$ cat config.mk
export PLATFORM = sky130hd
export DESIGN_NAME = array_alu_axi4_master
export DESIGN_NICKNAME = d
export VERILOG_FILES = /design/src/rtl/array_alu_axi4_master.sv
export SDC_FILE = /design/constraint.sdc
export NUM_CORES = 1
export LEC_CHECK = 0
export CAP_MARGIN = 25
export CORE_UTILIZATION = 30
export CTS_BUF_LIST = sky130_fd_sc_hd__clkbuf_8
export CTS_CLUSTER_SIZE = 8
export DETAILED_ROUTE_END_ITERATION = 7
export GPL_ROUTABILITY_DRIVEN = 0
export PLACE_DENSITY_LB_ADDON = 0.12
export SLEW_MARGIN = 20
export SYNTH_ARGS = -nofsm -noshare
export SYNTH_HDL_FRONTEND = slang
export SYNTH_SLANG_ARGS = --single-unit
$ cat constraint.sdc
create_clock -name clk -period 7 [get_ports clk]
set_input_delay 1.4 -clock clk [delete_from_list [all_inputs] [get_ports clk]]
set_output_delay 1.4 -clock clk [all_outputs]
set_load 0.02 [all_outputs]
$ cat src/rtl/array_alu_axi4_master.sv
// Single-outstanding AXI4 initiator: turns one command into one AXI4 write
// (AW+W+B) or one read (AR+R), then offers the slave's response. The ID
// returned on R is compared against the ID that was issued on AR.
module array_alu_axi4_master #(
    parameter int ADDR_W = 32,
    parameter int DATA_W = 32,
    parameter int ID_W   = 4
) (
    input  logic              clk,
    input  logic              areset,
    // command side
    input  logic              cmd_valid,
    output logic              cmd_ready,
    input  logic              cmd_write,
    input  logic [ADDR_W-1:0] cmd_addr,
    input  logic [DATA_W-1:0] cmd_wdata,
    input  logic [ID_W-1:0]   cmd_id,
    // response side
    output logic              rsp_valid,
    input  logic              rsp_ready,
    output logic              rsp_write,
    output logic [DATA_W-1:0] rsp_rdata,
    output logic [1:0]        rsp_resp,
    output logic [ID_W-1:0]   rsp_id,
    output logic              rsp_id_err,
    // AXI4 write address / data / response
    output logic              awvalid,
    input  logic              awready,
    output logic [ADDR_W-1:0] awaddr,
    output logic              wvalid,
    input  logic              wready,
    output logic [DATA_W-1:0] wdata,
    input  logic              bvalid,
    input  logic [1:0]        bresp,
    output logic              bready,
    // AXI4 read address / data
    output logic              arvalid,
    input  logic              arready,
    output logic [ID_W-1:0]   arid,
    output logic [ADDR_W-1:0] araddr,
    input  logic              rvalid,
    output logic              rready,
    input  logic [ID_W-1:0]   rid,
    input  logic [DATA_W-1:0] rdata,
    input  logic [1:0]        rresp
);

    localparam logic [2:0] IDLE    = 3'd0;
    localparam logic [2:0] WR_REQ  = 3'd1;
    localparam logic [2:0] WR_RESP = 3'd2;
    localparam logic [2:0] RD_REQ  = 3'd3;
    localparam logic [2:0] RD_RESP = 3'd4;
    localparam logic [2:0] RSP     = 3'd5;

    logic [2:0] state;

    // AW and W each complete when their valid is already gone or handshakes now
    logic aw_done;
    logic w_done;
    assign aw_done = !awvalid || awready;
    assign w_done  = !wvalid  || wready;

    // Transaction sequencer; every output is a register so nothing glitches
    // toward the slave and reset forces all of them low at once.
    always_ff @(posedge clk or posedge areset) begin
        if (areset) begin
            state      <= IDLE;
            cmd_ready  <= 1'b0;
            awvalid    <= 1'b0;
            awaddr     <= '0;
            wvalid     <= 1'b0;
            wdata      <= '0;
            bready     <= 1'b0;
            arvalid    <= 1'b0;
            arid       <= '0;
            araddr     <= '0;
            rready     <= 1'b0;
            rsp_valid  <= 1'b0;
            rsp_write  <= 1'b0;
            rsp_rdata  <= '0;
            rsp_resp   <= 2'b00;
            rsp_id     <= '0;
            rsp_id_err <= 1'b0;
        end else begin
            case (state)
                IDLE: begin
                    // cmd_ready rises one cycle after reset release or after
                    // the previous response was consumed
                    cmd_ready <= 1'b1;
                    if (cmd_valid && cmd_ready) begin
                        cmd_ready <= 1'b0;
                        if (cmd_write) begin
                            state   <= WR_REQ;
                            awvalid <= 1'b1;
                            wvalid  <= 1'b1;
                            awaddr  <= cmd_addr;
                            wdata   <= cmd_wdata;
                        end else begin
                            state   <= RD_REQ;
                            arvalid <= 1'b1;
                            araddr  <= cmd_addr;
                            arid    <= cmd_id;
                        end
                    end
                end
                WR_REQ: begin
                    if (awvalid && awready) awvalid <= 1'b0;
                    if (wvalid && wready)   wvalid  <= 1'b0;
                    if (aw_done && w_done) begin
                        state  <= WR_RESP;
                        bready <= 1'b1;
                    end
                end
                WR_RESP: begin
                    if (bvalid && bready) begin
                        bready     <= 1'b0;
                        rsp_valid  <= 1'b1;
                        rsp_write  <= 1'b1;
                        rsp_rdata  <= '0;
                        rsp_resp   <= bresp;
                        rsp_id     <= '0;
                        rsp_id_err <= 1'b0;
                        state      <= RSP;
                    end
                end
                RD_REQ: begin
                    if (arvalid && arready) begin
                        arvalid <= 1'b0;
                        rready  <= 1'b1;
                        state   <= RD_RESP;
                    end
                end
                RD_RESP: begin
                    if (rvalid && rready) begin
                        rready     <= 1'b0;
                        rsp_valid  <= 1'b1;
                        rsp_write  <= 1'b0;
                        rsp_rdata  <= rdata;
                        rsp_resp   <= rresp;
                        rsp_id     <= rid;
                        rsp_id_err <= (rid != arid);
                        state      <= RSP;
                    end
                end
                RSP: begin
                    if (rsp_ready) begin
                        rsp_valid <= 1'b0;
                        cmd_ready <= 1'b1;
                        state     <= IDLE;
                    end
                end
                default: begin
                    state <= IDLE;
                end
            endcase
        end
    end

endmodule

# Word-level counts from Yosys, hierarchy flattened
# Cells that the tools add are included.
[word_totals]
mem_bits_ro = 0
ram_bits = 0
out_inout_bits = 147
mem_count = 0
register_bits = 150
elab_cells = 107
latchBits = 0
[classes]
div = 0
n_shift = 0
n_bitwise = 1
eq_ne = 16
reduce_logical = 30
n_addsub = 0
n_lt_le_gt_ge = 0
mul = 0
n_mux = 43
[op_table]
columns = ["op", "n"]
rows = [
  ["32-bit two-way mux", 2],
  ["32-bit case mux with 2 select lines", 1],
  ["2-bit != test, second input constant", 10],
  ["3-bit two-way mux", 6],
  ["3-bit case mux with 6 select lines", 1],
  ["1-bit two-way mux", 17],
  ["1-bit case mux with 2 select lines", 8],
  ["4-bit AND reduction", 4],
  ["3-bit AND reduction", 5],
  ["2-bit nonzero test", 6],
  ["4-bit two-way mux", 2],
  ["4-bit case mux with 2 select lines", 1],
  ["1-bit logical AND", 7],
  ["3-bit by 2-bit == test with 1-bit output, second input constant", 2],
  ["3-bit == test, second input constant", 2],
  ["2-bit two-way mux", 3],
  ["6-bit AND reduction", 1],
  ["4-bit != test", 1],
  ["2-bit case mux with 2 select lines", 1],
  ["3-bit by 1-bit == test with 1-bit output, second input constant", 1],
  ["3-bit logical NOT", 1],
  ["1-bit case mux with 3 select lines", 1],
  ["3-bit nonzero test", 1],
  ["1-bit logical NOT", 2],
  ["3 further kinds", 4],
]

# Logic depth before layout (Yosys ltp)
[logic_depth]
ltp_word = 5
depth_mapped = 7
ltp_nobuf = 4

# Worst setup path before layout
# Ideal clock, no wire load.
[synth_path]
kind = "input -> register"
from = "input port cmd_valid"
to = "register araddr[10]"
t_arrival_ps = 2494
setup_time_ps = 128
n_path_buf = 2
slack_ps = 4378
path_stages = 6
required_ps = 6872
cell_sequence = "nand2_1 > nor4_2 > nor2b_1 > buf_2 > buf_4 > mux2_1"
[synth_via]
elab_chain_len = 2
[synth_rtl]
columns = ["item", "line", "source"]
rows = [
  ["start, declared", "12", "input logic cmd_valid,"],
  ["1-bit logical AND", "90", "if (cmd_valid && cmd_ready) begin"],
  ["3-bit AND reduction (no source line)", "--", ""],
  ["end signal, assigned", "101", "araddr <= cmd_addr;"],
  ["end, declared", "40", "output logic [ADDR_W-1:0] araddr,"],
]
# No other way between the ends.
# A chain may end at the register's enable or synchronous reset.

# Worst setup path after layout
[layout_path]
from = "input port cmd_valid"
to = "register araddr[30]"
# Same word-level chain as after synthesis.

==> flow_summary.toml <==
[setup_path]
critPathSlowestCell = "clkdlybuf4s50_1"
crit_arrival_ns = 3.42
crit_path_max_fanout = 37
cp_data_required_time_ns = 7.32
critPathKind = "in -> reg"
cp-end-kind = "flop"
crit_chain = "clkdlybuf4s50_1 > nand2_1 > nor4_2 > nor2b_4 > buf_4 > mux2_2"
worst_setup_path_start_kind = "primary input"
slowest_delay_ns = 0.49

[sta]
worst_pin_slew_ns = 0.804
slew_viol_final = 0
skew_ns = 0.00985
finalCritPeriodShare_pct = 44.2
hold_violations = 0
rsz0062_at_grt = "no"
setup_violations = 0
post-route-min-period_ns = 3.10
relSlewSlack_pct = 46.4
setup-tns-final_ns = 0
fmax_mhz = 323

[floorplanning]
core-area_mm2 = 0.0195
die_height_um = 143
die_area_mm2 = 0.0204
fp-row-count = 51
initial_utilization_pct = 30.6
pin_count = 265
die_w_um = 143

[yosys]
synth_cell_type_count = 34
synth.ff_latch_count = 150
yosysTopAreaCell = "dfrtp_1"
ys_seq_area_share_pct = 63.0
syn-cell-area_mm2 = 0.00596
syn_inst = 453
yosysWarnings = 0
postSynthAreaPerCell_um2 = 13.2
synth_top_area_share_pct = 63.0
synth_area_leaders = "dfrtp_1 63%, mux2_1 18%, nand3_1 3.1%"
syn-num-nets = 571

[detailed_routing]
vias = 4533
vias_per_cell = 4.57
firstDrtPassIters = 4
drcViolationCount = 0
ant_nets = 0
wl_mm = 16.5
wl_per_cell_um = 16.6
drt_iter0_markers = 145

[clock_tree]
cts_buffers = 17
cts_tree = "built"
cts_max_level = 4
clk_latency_ns = 0.44
clk_pin_slew_worst_paths_ns = 0.08
clock_path_buffers = 2
hold_buffers = 0
cts-resized-gates = 0
root_buffer = "clkbuf_8"
post_cts_buffers = 0
clock-sinks = 150

[placement]
place_inst = 959
portBuffers = 264
place_hpwl_mm = 11.4

[pwr]
vdd_ir_drop_max_v = 0.000202
power.density_mw_per_mm2 = 483
leakage_nw = 4.05

[global_route]
grt_pass1_wl_mm = 25.9
antenna_found_initial = 0
grt_overflow = 0
first_global_vias = 4821
track_usage_pct = 16.6
grt_start_max_net_pins = 89

[finish]
drive_gt1_share_pct = 7.43
area_growth_pct = 57.2
diodes = 0
post-route-util_pct = 48.1
nets = 832
fin_cells = 992

[run]
drv_cap = 0

[worst_hold_path]
hold_class = "reg -> reg"

[status]
status = "completed"
-- cells in the final DEF (no fill, tap or decap), drive strengths merged, types with 2 or more instances in the layout --
cell           count
clkdlybuf4s50    264
dfrtp            150
mux2             102
nand2             49
o21ai             43
nand3             37
clkbuf            18
inv               10
buf                7
bufinv             6
a21oi              4
xor2               4
nor2               4
clkinv             4
nor3b              3
a32o               2
a22o               2
mux2i              2
a2111oi            2
nor2b              2
-- area by class of cell --
class / count / area [um^2]
Sequential cell: 150 / 3750
Inverter: 7 / 31.3
Multi-Input combinational cell: 267 / 2070
Clock buffer: 18 / 248
Timing Repair Buffer: 271 / 2710
Tap cell: 265 / 332
Clock inverter: 14 / 231
Fill cell: 1784 / 10100
-- registers in the layout (all words and copies together), names as in the netlist --
name        flops
araddr         32
awaddr         32
rsp_rdata      32
wdata          32
arid            4
rsp_id          4
state           3
rsp_resp        2
arvalid         1
awvalid         1
bready          1
cmd_ready       1
rready          1
rsp_id_err      1
rsp_valid       1
rsp_write       1
wvalid          1
-- cell usage after synthesis --
library cell    n
a2111oi_2       1
a2111oi_4       1
a211o_1         1
a211oi_1        1
a21o_1          1
a21oi_1         4
a22o_1          2
a22oi_2         1
a31oi_1         1
a32o_1          2
a32oi_1         1
buf_1           2
buf_2           9
buf_4           5
clkbuf_1       13
dfrtp_1       150
inv_1           7
mux2_1         95
mux2_2          7
mux2i_1         2
nand2_1        49
nand3_1        37
nand3b_1        1
nor2_1          4
nor2b_1         2
nor3b_1         1
nor3b_2         2
nor4_2          1
o21ai_0        19
o21ai_1        24
o22ai_1         1
o31ai_1         1
o41ai_1         1
xor2_1          4
-- kinds of logic (layout without fill, tap and decap cells) --
logic type / Yosys count / count (layout) / share of synthesized area, %
compound gates: 62 / 62 / 6.53
xor+xnor: 4 / 4 / 0.588
buf+inv: 36 / 310 / 2.77
flops: 150 / 150 / 63.0
mux: 104 / 104 / 19.6
simple gates: 97 / 97 / 7.54
-- worst max-delay path: cells and delay by family --
kind	cells	cell delay, ns
buffers and inverters	2	0.98
multiplexers	1	0.40
AND/OR/NAND/NOR	3	0.62
-- per-stage QoR --
stage | power (W) | hold WS, ns | cell area, um^2 | setup WS, ns
6_report | 0.00452 | 0.487 | 9370 | 3.90
5_1_grt | 0.00480 | 0.513 | 9370 | 3.80
4_1_cts | 0.00459 | 0.490 | 9350 | 3.81
3_5_place_dp | 0.00377 | 0.471 | 8870 | 3.33
3_3_place_gp | 0.00372 | 0.464 | 8870 | 3.39
2_1_floorplan | 0.00264 | 0.559 | 5960 | 1.56
-- where the power goes --
part	internal [W]	switching, W
clock network	0.000469	0.000326
registers	0.00129	0.000250
logic	0.00106	0.00113
total	0.00281	0.00171
-- layer usage --
metal  track usage, %  up-vias  wire [um]
met4             6.56        0        257
li1                 -     2109          -
met2             27.8      161       8000
met1             19.2     2249       6700
met5                0        -          0
met3             6.37       14       1510
-- worst paths after layout --
path | from | to | slack [ns] | cells past startpoint
worst min register to register | rsp_rdata[7] | rsp_rdata[7] | 0.49 | 2
worst max-delay path | cmd_valid | araddr[30] | 3.90 | 6
worst min-delay path | rsp_rdata[7] | rsp_rdata[7] | 0.49 | 2
max in group asynchronous | areset | awaddr[25] | 4.20 | 3
worst max register to register | state[0] | araddr[30] | 4.65 | 4
min in group asynchronous | areset | araddr[10] | 1.50 | 2
(Power assumes the default switching activity.)
